==> config.mk <==
export PLATFORM = sky130hd
export DESIGN_NAME = ifetch_requester
export DESIGN_NICKNAME = d
export VERILOG_FILES = /design/src/rtl/ifetch_requester.sv
export SDC_FILE = /design/constraint.sdc
export NUM_CORES = 1
export LEC_CHECK = 0
export ABC_AREA = 1
export CORE_MARGIN = 2
export CORE_UTILIZATION = 54
export DETAILED_ROUTE_END_ITERATION = 6
export PLACE_DENSITY = 0.9
export SYNTH_ARGS = -nofsm -noshare
export SYNTH_HDL_FRONTEND = slang
export SYNTH_SLANG_ARGS = --single-unit
==> constraint.sdc <==
create_clock -name clk -period 3.2 [get_ports clk]
set_input_delay 0.48 -clock clk [delete_from_list [all_inputs] [get_ports clk]]
set_output_delay 0.48 -clock clk [all_outputs]
set_load 0.02 [all_outputs]
==> src/rtl/ifetch_requester.sv <==
// Instruction fetch requester: owns the PC, issues one instruction-bus read at a
// time, presents the fetched word to decode with valid/ready, applies redirects
// and drops read data that a redirect has made stale.
module ifetch_requester #(
  parameter logic [31:0] RESET_PC = 32'hbfc0_0000
) (
  input  logic        clk,
  input  logic        resetn,
  output logic        ireq_valid,
  output logic [31:0] ireq_addr,
  input  logic        iresp_addr_ok,
  input  logic        iresp_data_ok,
  input  logic [31:0] iresp_data,
  output logic        out_valid,
  input  logic        out_ready,
  output logic [31:0] out_pc,
  output logic [31:0] out_instr,
  output logic        out_addr_inv,
  output logic        out_last_jmp,
  input  logic        out_is_jmp,
  input  logic        redir_valid,
  input  logic [31:0] redir_pc
);

  typedef enum logic [1:0] {
    S_REQ,
    S_WAIT,
    S_OUT
  } state_e;

  state_e      state_q, state_d;
  logic [31:0] pc_q, pc_d;
  logic [31:0] instr_q, instr_d;
  logic        pend_q, pend_d;
  logic [31:0] pend_pc_q, pend_pc_d;
  logic        last_jmp_q, last_jmp_d;
  logic        pc_mis;

  assign pc_mis = (pc_q[1:0] != 2'b00);

  // State and datapath registers
  always_ff @(posedge clk or negedge resetn) begin
    if (!resetn) begin
      state_q    <= S_REQ;
      pc_q       <= RESET_PC;
      instr_q    <= '0;
      pend_q     <= 1'b0;
      pend_pc_q  <= '0;
      last_jmp_q <= 1'b0;
    end else begin
      state_q    <= state_d;
      pc_q       <= pc_d;
      instr_q    <= instr_d;
      pend_q     <= pend_d;
      pend_pc_q  <= pend_pc_d;
      last_jmp_q <= last_jmp_d;
    end
  end

  // Next-state logic: request, wait for data, present, redirect handling
  always_comb begin
    state_d    = state_q;
    pc_d       = pc_q;
    instr_d    = instr_q;
    pend_d     = pend_q;
    pend_pc_d  = pend_pc_q;
    last_jmp_d = last_jmp_q;
    unique case (state_q)
      S_REQ: begin
        if (pc_mis) begin
          // No bus request for a misaligned PC; a redirect here simply
          // replaces the PC since nothing is in flight to drop.
          if (redir_valid) begin
            pc_d = redir_pc;
          end else begin
            instr_d = '0;
            state_d = S_OUT;
          end
        end else begin
          // Request stays stable; remember the newest redirect target.
          if (redir_valid) begin
            pend_d    = 1'b1;
            pend_pc_d = redir_pc;
          end
          if (iresp_addr_ok) state_d = S_WAIT;
        end
      end
      S_WAIT: begin
        if (iresp_data_ok) begin
          if (pend_q || redir_valid) begin
            pc_d    = redir_valid ? redir_pc : pend_pc_q;
            pend_d  = 1'b0;
            state_d = S_REQ;
          end else begin
            instr_d = iresp_data;
            state_d = S_OUT;
          end
        end else if (redir_valid) begin
          pend_d    = 1'b1;
          pend_pc_d = redir_pc;
        end
      end
      S_OUT: begin
        if (out_ready) begin
          last_jmp_d = out_is_jmp;
          pc_d       = redir_valid ? redir_pc : pc_q + 32'd4;
          state_d    = S_REQ;
        end else if (redir_valid) begin
          pc_d    = redir_pc;
          state_d = S_REQ;
        end
      end
      default: state_d = S_REQ;
    endcase
  end

  // Outputs decoded from registered state; ireq_valid is also gated by resetn
  // so it reads 0 while reset is held yet rises in the first cycle after release.
  always_comb begin
    ireq_valid   = resetn && (state_q == S_REQ) && !pc_mis;
    ireq_addr    = pc_q;
    out_valid    = (state_q == S_OUT);
    out_pc       = out_valid ? pc_q : '0;
    out_instr    = out_valid ? instr_q : '0;
    out_addr_inv = out_valid && pc_mis;
    out_last_jmp = out_valid && last_jmp_q;
  end

endmodule

# After elaboration in Yosys (flattened, before gate mapping)
# Cells that the tools add are included.
[word_totals] regBits=100 latch_bits=0 mem_bits_rw=0 romBits=0 output_inout_bits=100 elab_cells=67 memories=0
[op_classes] add_sub_neg=1 multipliers=0 div_mod_pow=0 n_lt_le_gt_ge=0 eq_ne=13 n_shift=0 mux=31 bitwise=0 n_reduce_logical=16
[ops] op="$mux 32" count=15
[ops] op="$pmux 32 s2" count=2
[ops] op="$pmux 32 s3" count=1
[ops] op="$add 32x3->32 const B" count=1
[ops] op="$mux 2" count=7
[ops] op="$ne 2x2->1 const B" count=7
[ops] op="$ne 3x3->1 const B" count=3
[ops] op="$reduce_and 4->1" count=2
[ops] op="$pmux 2 s3" count=1
[ops] op="$reduce_and 3->1" count=2
[ops] op="$reduce_and 5->1" count=1
[ops] op="$logic_and 1x1->1" count=4
[ops] op="$mux 1" count=4
[ops] op="$reduce_bool 2->1" count=2
[ops] op="$ne 3x1->1 const B" count=1
[ops] op="$reduce_bool 3->1" count=1
[ops] op="$eq 2x1->1 const B" count=1
[ops] op="$eq 2x2->1 const B" count=1
[ops] op="$logic_not 2->1" count=1
[ops] op="$pmux 1 s2" count=1
[ops] op="$reduce_and 2->1" count=1
[ops] op="$logic_not 1->1" count=1
[ops] op="$logic_or 1x1->1" count=1

# Logic depth before layout (Yosys ltp)
# Gate-level depths: netlist of the first run.
[logic_depth] ltp_word=4 mapped_depth=12

# Least setup slack after synthesis of the first run
# OpenSTA, ideal clock, no wires.
[synth_timing] path_type="reg2out" from="register state_q[0]" to="output out_instr[0]" arrival_time_ps=1639 required_time_ps=2720 slack_ps=1081 stages_incl_launch_ff=7 cell_sequence="dfrtp_1 > inv_1 > ha_1 > clkbuf_1 > buf_1 > nand2_1 > inv_1"
[synth_via] elab_chain_len=2
[synth_lines] element="start, declared" line="31" source="state_e state_q, state_d;"
[synth_lines] element="start signal, assigned" line="51" source="state_q <= state_d;"
[synth_lines] element="$eq 2x2->1" line="122" source="out_valid = (state_q == S_OUT);"
[synth_lines] element="net out_valid" line="14" source="output logic out_valid,"
[synth_lines] element="$mux 32" line="124" source="out_instr = out_valid ? instr_q : '0;"
[synth_lines] element="end, declared" line="17" source="output logic [31:0] out_instr,"
# The timed path passes the listed nets, and every way through them passes these cells.

# Worst setup path in the final report of the first run
[layout_timing] from="register state_q[0]" to="output out_pc[8]"
[layout_via] elab_chain_len=2
[layout_lines] element="$eq 2x2->1" line="122"
[layout_lines] element="$mux 32" line="123" source="out_pc = out_valid ? pc_q : '0;"
[layout_lines] element="end, declared" line="16" source="output logic [31:0] out_pc,"
# Every way passes these cells.

==> results.py, run 1 <==
metrics = {
    "placement": {
        "hpwl_mm": 14.4,
        "io_buffers": 170,
        "placed_cells": 1331,
        "gp_congestion": 0.972,
    },
    "cells_and_area": {
        "layout_commonest_cell": "nand2_1",
        "instances_no_fill": 1347,
        "fillers": 915,
        "finish.utilization_pct": 72.9,
        "layout_common_cells": "nand2_1, clkdlybuf4s50_1, inv_1, nor2_1, o21ai_0",
        "syn2layout_area_growth_pct": 30.4,
        "nNetsFinal": 1250,
        "regArea_um2": 2510,
        "drive_gt1_share_pct": 7.63,
        "n_antenna_cell": 0,
        "multi_input_area_um2": 3470,
    },
    "clocking": {
        "postCtsSetupRepairBufs": 0,
        "holdBufCountCts": 0,
        "clock_latency_ns": 0.36,
        "clkSinkCount": 100,
        "root_buffer": "clkbuf_16",
        "cts_tree": "yes",
        "clkSlewWorstSetupHoldPaths_ns": 0.08,
        "cts-buffers-inserted": 9,
        "cts_resized": 0,
        "cts_buffer_depth": 2,
        "htreeDepth": 3,
    },
    "synth": {
        "synth_top_family_by_area": "simple AND/OR/NAND/NOR gates",
        "syn_nets": 1105,
        "synth_cells": 1029,
        "muxShareOfSynthArea_pct": 0,
        "synth_area_um2": 6770,
        "yosysUniqueCellTypes": 41,
        "ys_seq_area_share_pct": 37.1,
        "ys.flop_type": "dfrtp_1",
        "yosys_warnings": 0,
        "avgSynthCellArea_um2": 6.58,
        "synth-simple-area-share_pct": 33.1,
        "synth_compound_area_share_pct": 16.8,
        "synth-xor-area-share_pct": 0.388,
        "synth_seq_cells": 100,
        "synth_edf_count": 0,
        "async_flop_share_pct": 100,
        "synth_fa_ha_area_share_pct": 0.924,
    },
    "routing": {
        "routed_wl_mm": 20.9,
        "antenna_left": 0,
        "drt_iter0_markers": 810,
        "drc": 0,
        "via_per_inst": 5.52,
        "post_drt_wl_per_cell_um": 15.5,
        "vias": 7442,
        "drtPass1Iterations": 5,
    },
    "pwr": {
        "vdd_ir_drop_max_uv": 578,
        "power-per-cell-area_nw_per_um2": 987,
        "power_leakage_nw": 4.44,
    },
    "setup_path": {
        "crit_type": "flop to primary output",
        "crit_top_cell": "inv_1",
        "slowest_stage": "clkdlybuf4s50_1",
        "worstReg2RegEnd": "instr_q[10]$_DFFE_PN0P_",
        "cp_slowest_stage_delay_ns": 0.63,
        "crit_path_end_kind": "primary output",
        "rr_startpoint": "state_q[0]$_DFFE_PN0P_",
        "r2r_cells": 9,
        "crit_chain": "inv_1, ha_2, buf_12, nand2_1, inv_1, clkdlybuf4s50_1",
        "critPathArrivalTime_ns": 2.47,
        "crit_fanout": 34,
        "r2r_setup_slack_ns": 0.62,
        "startpoint_type": "flop",
        "crit_required_ns": 2.72,
    },
    "sta": {
        "finalSetupViolCount": 0,
        "fin_crit_ns": 2.95,
        "worst_pin_slew_ns": 1.29,
        "period_share_pct": 92.0,
        "finalSetupTns_ns": 0,
        "rsz0062_at_grt": "false",
        "timing.fmax_mhz": 339,
        "finalHoldViolCount": 0,
        "maxSlewViolCount": 0,
        "slew_headroom_pct": 13.9,
        "clock_skew_ns": 0.00874,
    },
    "grt": {
        "grt_max_degree": 57,
        "grt_pass1_wl_mm": 33.9,
        "grt_pass1_vias": 6787,
        "overflow": 0,
        "antenna_found_initial": 0,
        "track_usage_pct": 31.9,
    },
    "die": {
        "io_pins": 171,
        "core_area_um2": 12100,
        "chipHeight_um": 116,
        "num_rows": 40,
        "start_util_pct": 55.9,
        "die_area_um2": 13500,
        "fp.dieW_um": 116,
    },
    "worst_hold_path": {
        "hp-class": "input port to asynchronous set/reset pin",
    },
    "run_status": {
        "status": "finished clean",
    },
    "job": {
        "drv_cap": 0,
    },
}
[worst max-delay path: cells and delay by family, from the launching register on]
kind	cells	cell delay (ns)
fa+ha+maj	1	0.52
buf+inv	4	1.08
simple gates	1	0.08
flops	1	0.41
[through the flow]
| stage | hold WS (ns) | total power (W) | instance area (um2) | setup WS (ns) |
|---|---|---|---|---|
| after global placement | 0.455 | 0.00730 | 8530 | 0.646 |
| after detailed placement | 0.464 | 0.00745 | 8530 | 0.561 |
| after global routing | 0.343 | 0.00934 | 8830 | 0.128 |
| final | 0.295 | 0.00872 | 8830 | 0.254 |
| after floorplan | 0.184 | 0.00575 | 6770 | 1.08 |
| after CTS | 0.315 | 0.00865 | 8830 | 0.266 |
[sequential cells by signal, summed over array words and instances (netlist names)]
register	count
instr_q	32
ireq_addr	32
pend_pc_q	32
state_q	2
last_jmp_q	1
pend_q	1
[layout make-up]
class | instances | share of cell area (%)
Multi-Input combinational cell | 740 | 39.3
Sequential cell | 100 | 28.5
Timing Repair Buffer | 182 | 20.3
Inverter | 141 | 6.02
Clock buffer | 9 | 2.55
Tap cell | 168 | 2.38
Clock inverter | 7 | 0.935
[cell usage after synthesis (2+ instances only)]
cell,instances,area share [%]
nand2_1,292,16
inv_1,129,7.1
nor2_1,124,6.9
o21ai_0,94,6.9
dfrtp_1,91,34
nand3_1,73,5.4
a21oi_1,45,3.3
buf_2,19,1.4
clkbuf_1,14,0.78
a211oi_1,12,1.3
o22ai_1,12,1.1
inv_2,11,0.61
o21ai_1,11,0.81
o21ai_2,10,1.3
dfstp_2,9,3.5
nand3b_1,9,1.0
or2_2,9,0.83
nand2_2,6,0.55
nor2_4,6,1.0
buf_1,5,0.28
buf_6,5,0.83
ha_1,5,0.92
o21bai_1,5,0.55
buf_4,4,0.44
nor2_2,3,0.28
nor3_1,3,0.22
xor2_1,3,0.39
a22oi_1,2,0.22
a31oi_1,2,0.18
and2_1,2,0.18
nand3_2,2,0.30
nand4_1,2,0.18
o211ai_1,2,0.22
[power breakdown]
group	internal (W)	total, W	switching, W
Clock	0.000621	0.00116	0.000537
Combinational	0.00187	0.00513	0.00326
Sequential	0.00185	0.00244	0.000584
[cells by family (layout without fill, tap and decap cells)]
logic type      Yosys count  in the layout
flops                   100            100
simple gates            532            532
fa+ha+maj                 5              5
xor+xnor                  3              3
compound gates          200            200
buf+inv                 189            339
[how the worst max path moves through the flow]
stage / startpoint / endpoint / slack (ns) / cells past startpoint
after CTS: state_q[0]$_DFFE_PN0P_ / out_pc[8] / 0.27 / 6
after global routing: state_q[0]$_DFFE_PN0P_ / out_pc[12] / 0.13 / 6
after detailed placement: iresp_data_ok / ireq_addr[10]$_DFFE_PN0P_ / 0.56 / 8
after floorplan: state_q[0]$_DFFE_PN0P_ / out_instr[0] / 1.08 / 6
final: state_q[0]$_DFFE_PN0P_ / out_pc[8] / 0.25 / 6
after global placement: iresp_data_ok / instr_q[19]$_DFFE_PN0P_ / 0.65 / 5
[routing by layer]
layer  GRT usage, %  wire length (um)
met1           42.3              8540
met4           9.68               421
met5              0                 0
met2           52.2             10000
met3           7.85              1980
Note: power is estimated with default switching activity, not from simulation.
==> inputs of run 2 (changes only) <==
Settings changed: CORE_MARGIN 2 to not set.
==> run 2 against run 1 <==
Clock skew shrank 0.0020 ns. Combinational power hardly changed. First-iteration DRC count rose by 1.2%. Maximum frequency increased by 0.79%. Global-route usage up 1.7 points. Clock power is 4% lower. Final cell count grew 0.37%. Die area fell by 3.4%. Routed wire length is 1.9% higher.
==> results.py, run 2 (same netlist as run 1, synthesis figures left out) <==
metrics = {
    "clocking": {
        "cts_tree": "yes",
        "postCtsSetupRepairBufs": 0,
        "clkSinkCount": 100,
        "clkSlewWorstSetupHoldPaths_ns": 0.07,
        "htreeDepth": 3,
        "clock_latency_ns": 0.36,
        "holdBufCountCts": 0,
        "cts_buffer_depth": 2,
        "root_buffer": "clkbuf_16",
        "cts_resized": 0,
        "cts-buffers-inserted": 9,
    },
    "sta": {
        "timing.fmax_mhz": 342,
        "worst_pin_slew_ns": 0.765,
        "clock_skew_ns": 0.00678,
        "rsz0062_at_grt": "false",
        "finalSetupTns_ns": 0,
        "layout_setup_ws_ns": 0.278,
        "period_share_pct": 91.3,
        "finalSetupViolCount": 0,
        "fin_crit_ns": 2.92,
        "finalHoldViolCount": 0,
        "hold_slack_ns": 0.290,
        "maxSlewViolCount": 0,
        "slew_headroom_pct": 48.9,
    },
    "pwr": {
        "p_total_w": 0.00873,
        "vdd_ir_drop_max_uv": 554,
        "p_int_w": 0.00432,
        "power_leakage_nw": 4.46,
        "pwr-share-clk_pct": 12.7,
        "p_sw_w": 0.00441,
        "seqPwrFrac_pct": 28.1,
        "switching_share_pct": 50.5,
        "power-per-cell-area_nw_per_um2": 987,
        "comb_power_share_pct": 59.1,
    },
    "worst_hold_path": {
        "hp-class": "input port to asynchronous set/reset pin",
    },
    "setup_path": {
        "r2r_setup_slack_ns": 0.70,
        "critPathArrivalTime_ns": 2.44,
        "crit_path_end_kind": "primary output",
        "startpoint_type": "flop",
        "crit_type": "flop to primary output",
        "crit_required_ns": 2.72,
        "crit_fanout": 29,
    },
    "cells_and_area": {
        "syn2layout_area_growth_pct": 30.6,
        "drive_gt1_share_pct": 8.02,
        "layout_common_cells": "nand2_1, clkdlybuf4s50_1, inv_1, nor2_1, o21ai_0",
        "layout_commonest_cell": "nand2_1",
        "fillers": 954,
        "nNetsFinal": 1255,
        "n_antenna_cell": 0,
        "instances_no_fill": 1352,
    },
    "grt": {
        "overflow": 0,
        "antenna_found_initial": 0,
        "grt_pass1_vias": 7109,
        "track_usage_pct": 33.7,
        "grt_pass1_wl_mm": 34.4,
        "grt_max_degree": 55,
    },
    "die": {
        "chipHeight_um": 114,
        "fp.dieW_um": 114,
        "die_area_um2": 13000,
        "num_rows": 40,
        "core_area_um2": 12100,
        "start_util_pct": 55.9,
        "io_pins": 171,
    },
    "job": {
        "drv_cap": 0,
    },
    "placement": {
        "io_buffers": 170,
        "gp_congestion": 1.00,
        "pre_cts_slack_ns": 0.503,
        "placed_cells": 1336,
        "hpwl_mm": 15.0,
    },
    "routing": {
        "drtPass1Iterations": 6,
        "routed_wl_mm": 21.3,
        "vias": 7624,
        "drt_iter0_markers": 820,
        "drc": 0,
        "post_drt_wl_per_cell_um": 15.8,
        "antenna_left": 0,
        "via_per_inst": 5.64,
    },
    "run_status": {
        "status": "finished clean",
    },
}
[run 2: layer usage]
layer / vias to the layer above / GRT usage [%] / wire length (um)
met5: - / 0 / 0
met4: 0 / 15.2 / 787
met3: 87 / 6.64 / 2190
met2: 484 / 54.1 / 10000
met1: 3492 / 44.2 / 8360
li1: 3561 / - / -
[run 2: layout make-up]
class                           count  area (um2)  share of cell area (%)
Inverter                          141         532                    6.01
Clock buffer                       11         253                    2.86
Clock inverter                      5        40.0                   0.453
Multi-Input combinational cell    740        3470                    39.3
Tap cell                          168         210                    2.38
Sequential cell                   100        2510                    28.4
Timing Repair Buffer              187        1820                    20.6
[run 2: through the flow]
stage / instance area [um2] / utilization, %
2_1_floorplan: 6770 / -
3_3_place_gp: 8550 / 70.6
3_5_place_dp: 8550 / 70.6
4_1_cts: 8840 / 73.0
5_1_grt: 8840 / 73.0
6_report: 8840 / 73.0
[run 2: worst paths after layout]
check / start / end / depth (start not counted)
worst max-delay path: state_q[0]$_DFFE_PN0P_ / out_instr[13] / 6
min in group clk: pend_pc_q[20]$_DFFE_PN0P_ / pend_pc_q[20]$_DFFE_PN0P_ / 2
worst max register to register: state_q[1]$_DFFE_PN0P_ / ireq_addr[7]$_DFFE_PN0P_ / 10
max in group asynchronous: resetn / pend_pc_q[23]$_DFFE_PN0P_ / 2
worst min-delay path: resetn / pend_pc_q[13]$_DFFE_PN0P_ / 2
worst min register to register: pend_pc_q[20]$_DFFE_PN0P_ / pend_pc_q[20]$_DFFE_PN0P_ / 2
[run 2: critical path, cell delays in order, from the launching register on]
cell and delay (ns):
dfrtp_1 0.41, inv_1 0.12, ha_2 0.40, buf_4 0.37, nand2_1 0.11, inv_1 0.07, clkdlybuf4s50_1 0.59
[run 2: power groups by stage]
stage	Sequential, W	Clock (W)	Combinational, W
6_report	0.00246	0.00111	0.00516
2_1_floorplan	0.00249	0	0.00326
3_3_place_gp	0.00243	0	0.00491
3_5_place_dp	0.00244	0	0.00505
5_1_grt	0.00252	0.00116	0.00565
4_1_cts	0.00243	0.00110	0.00510
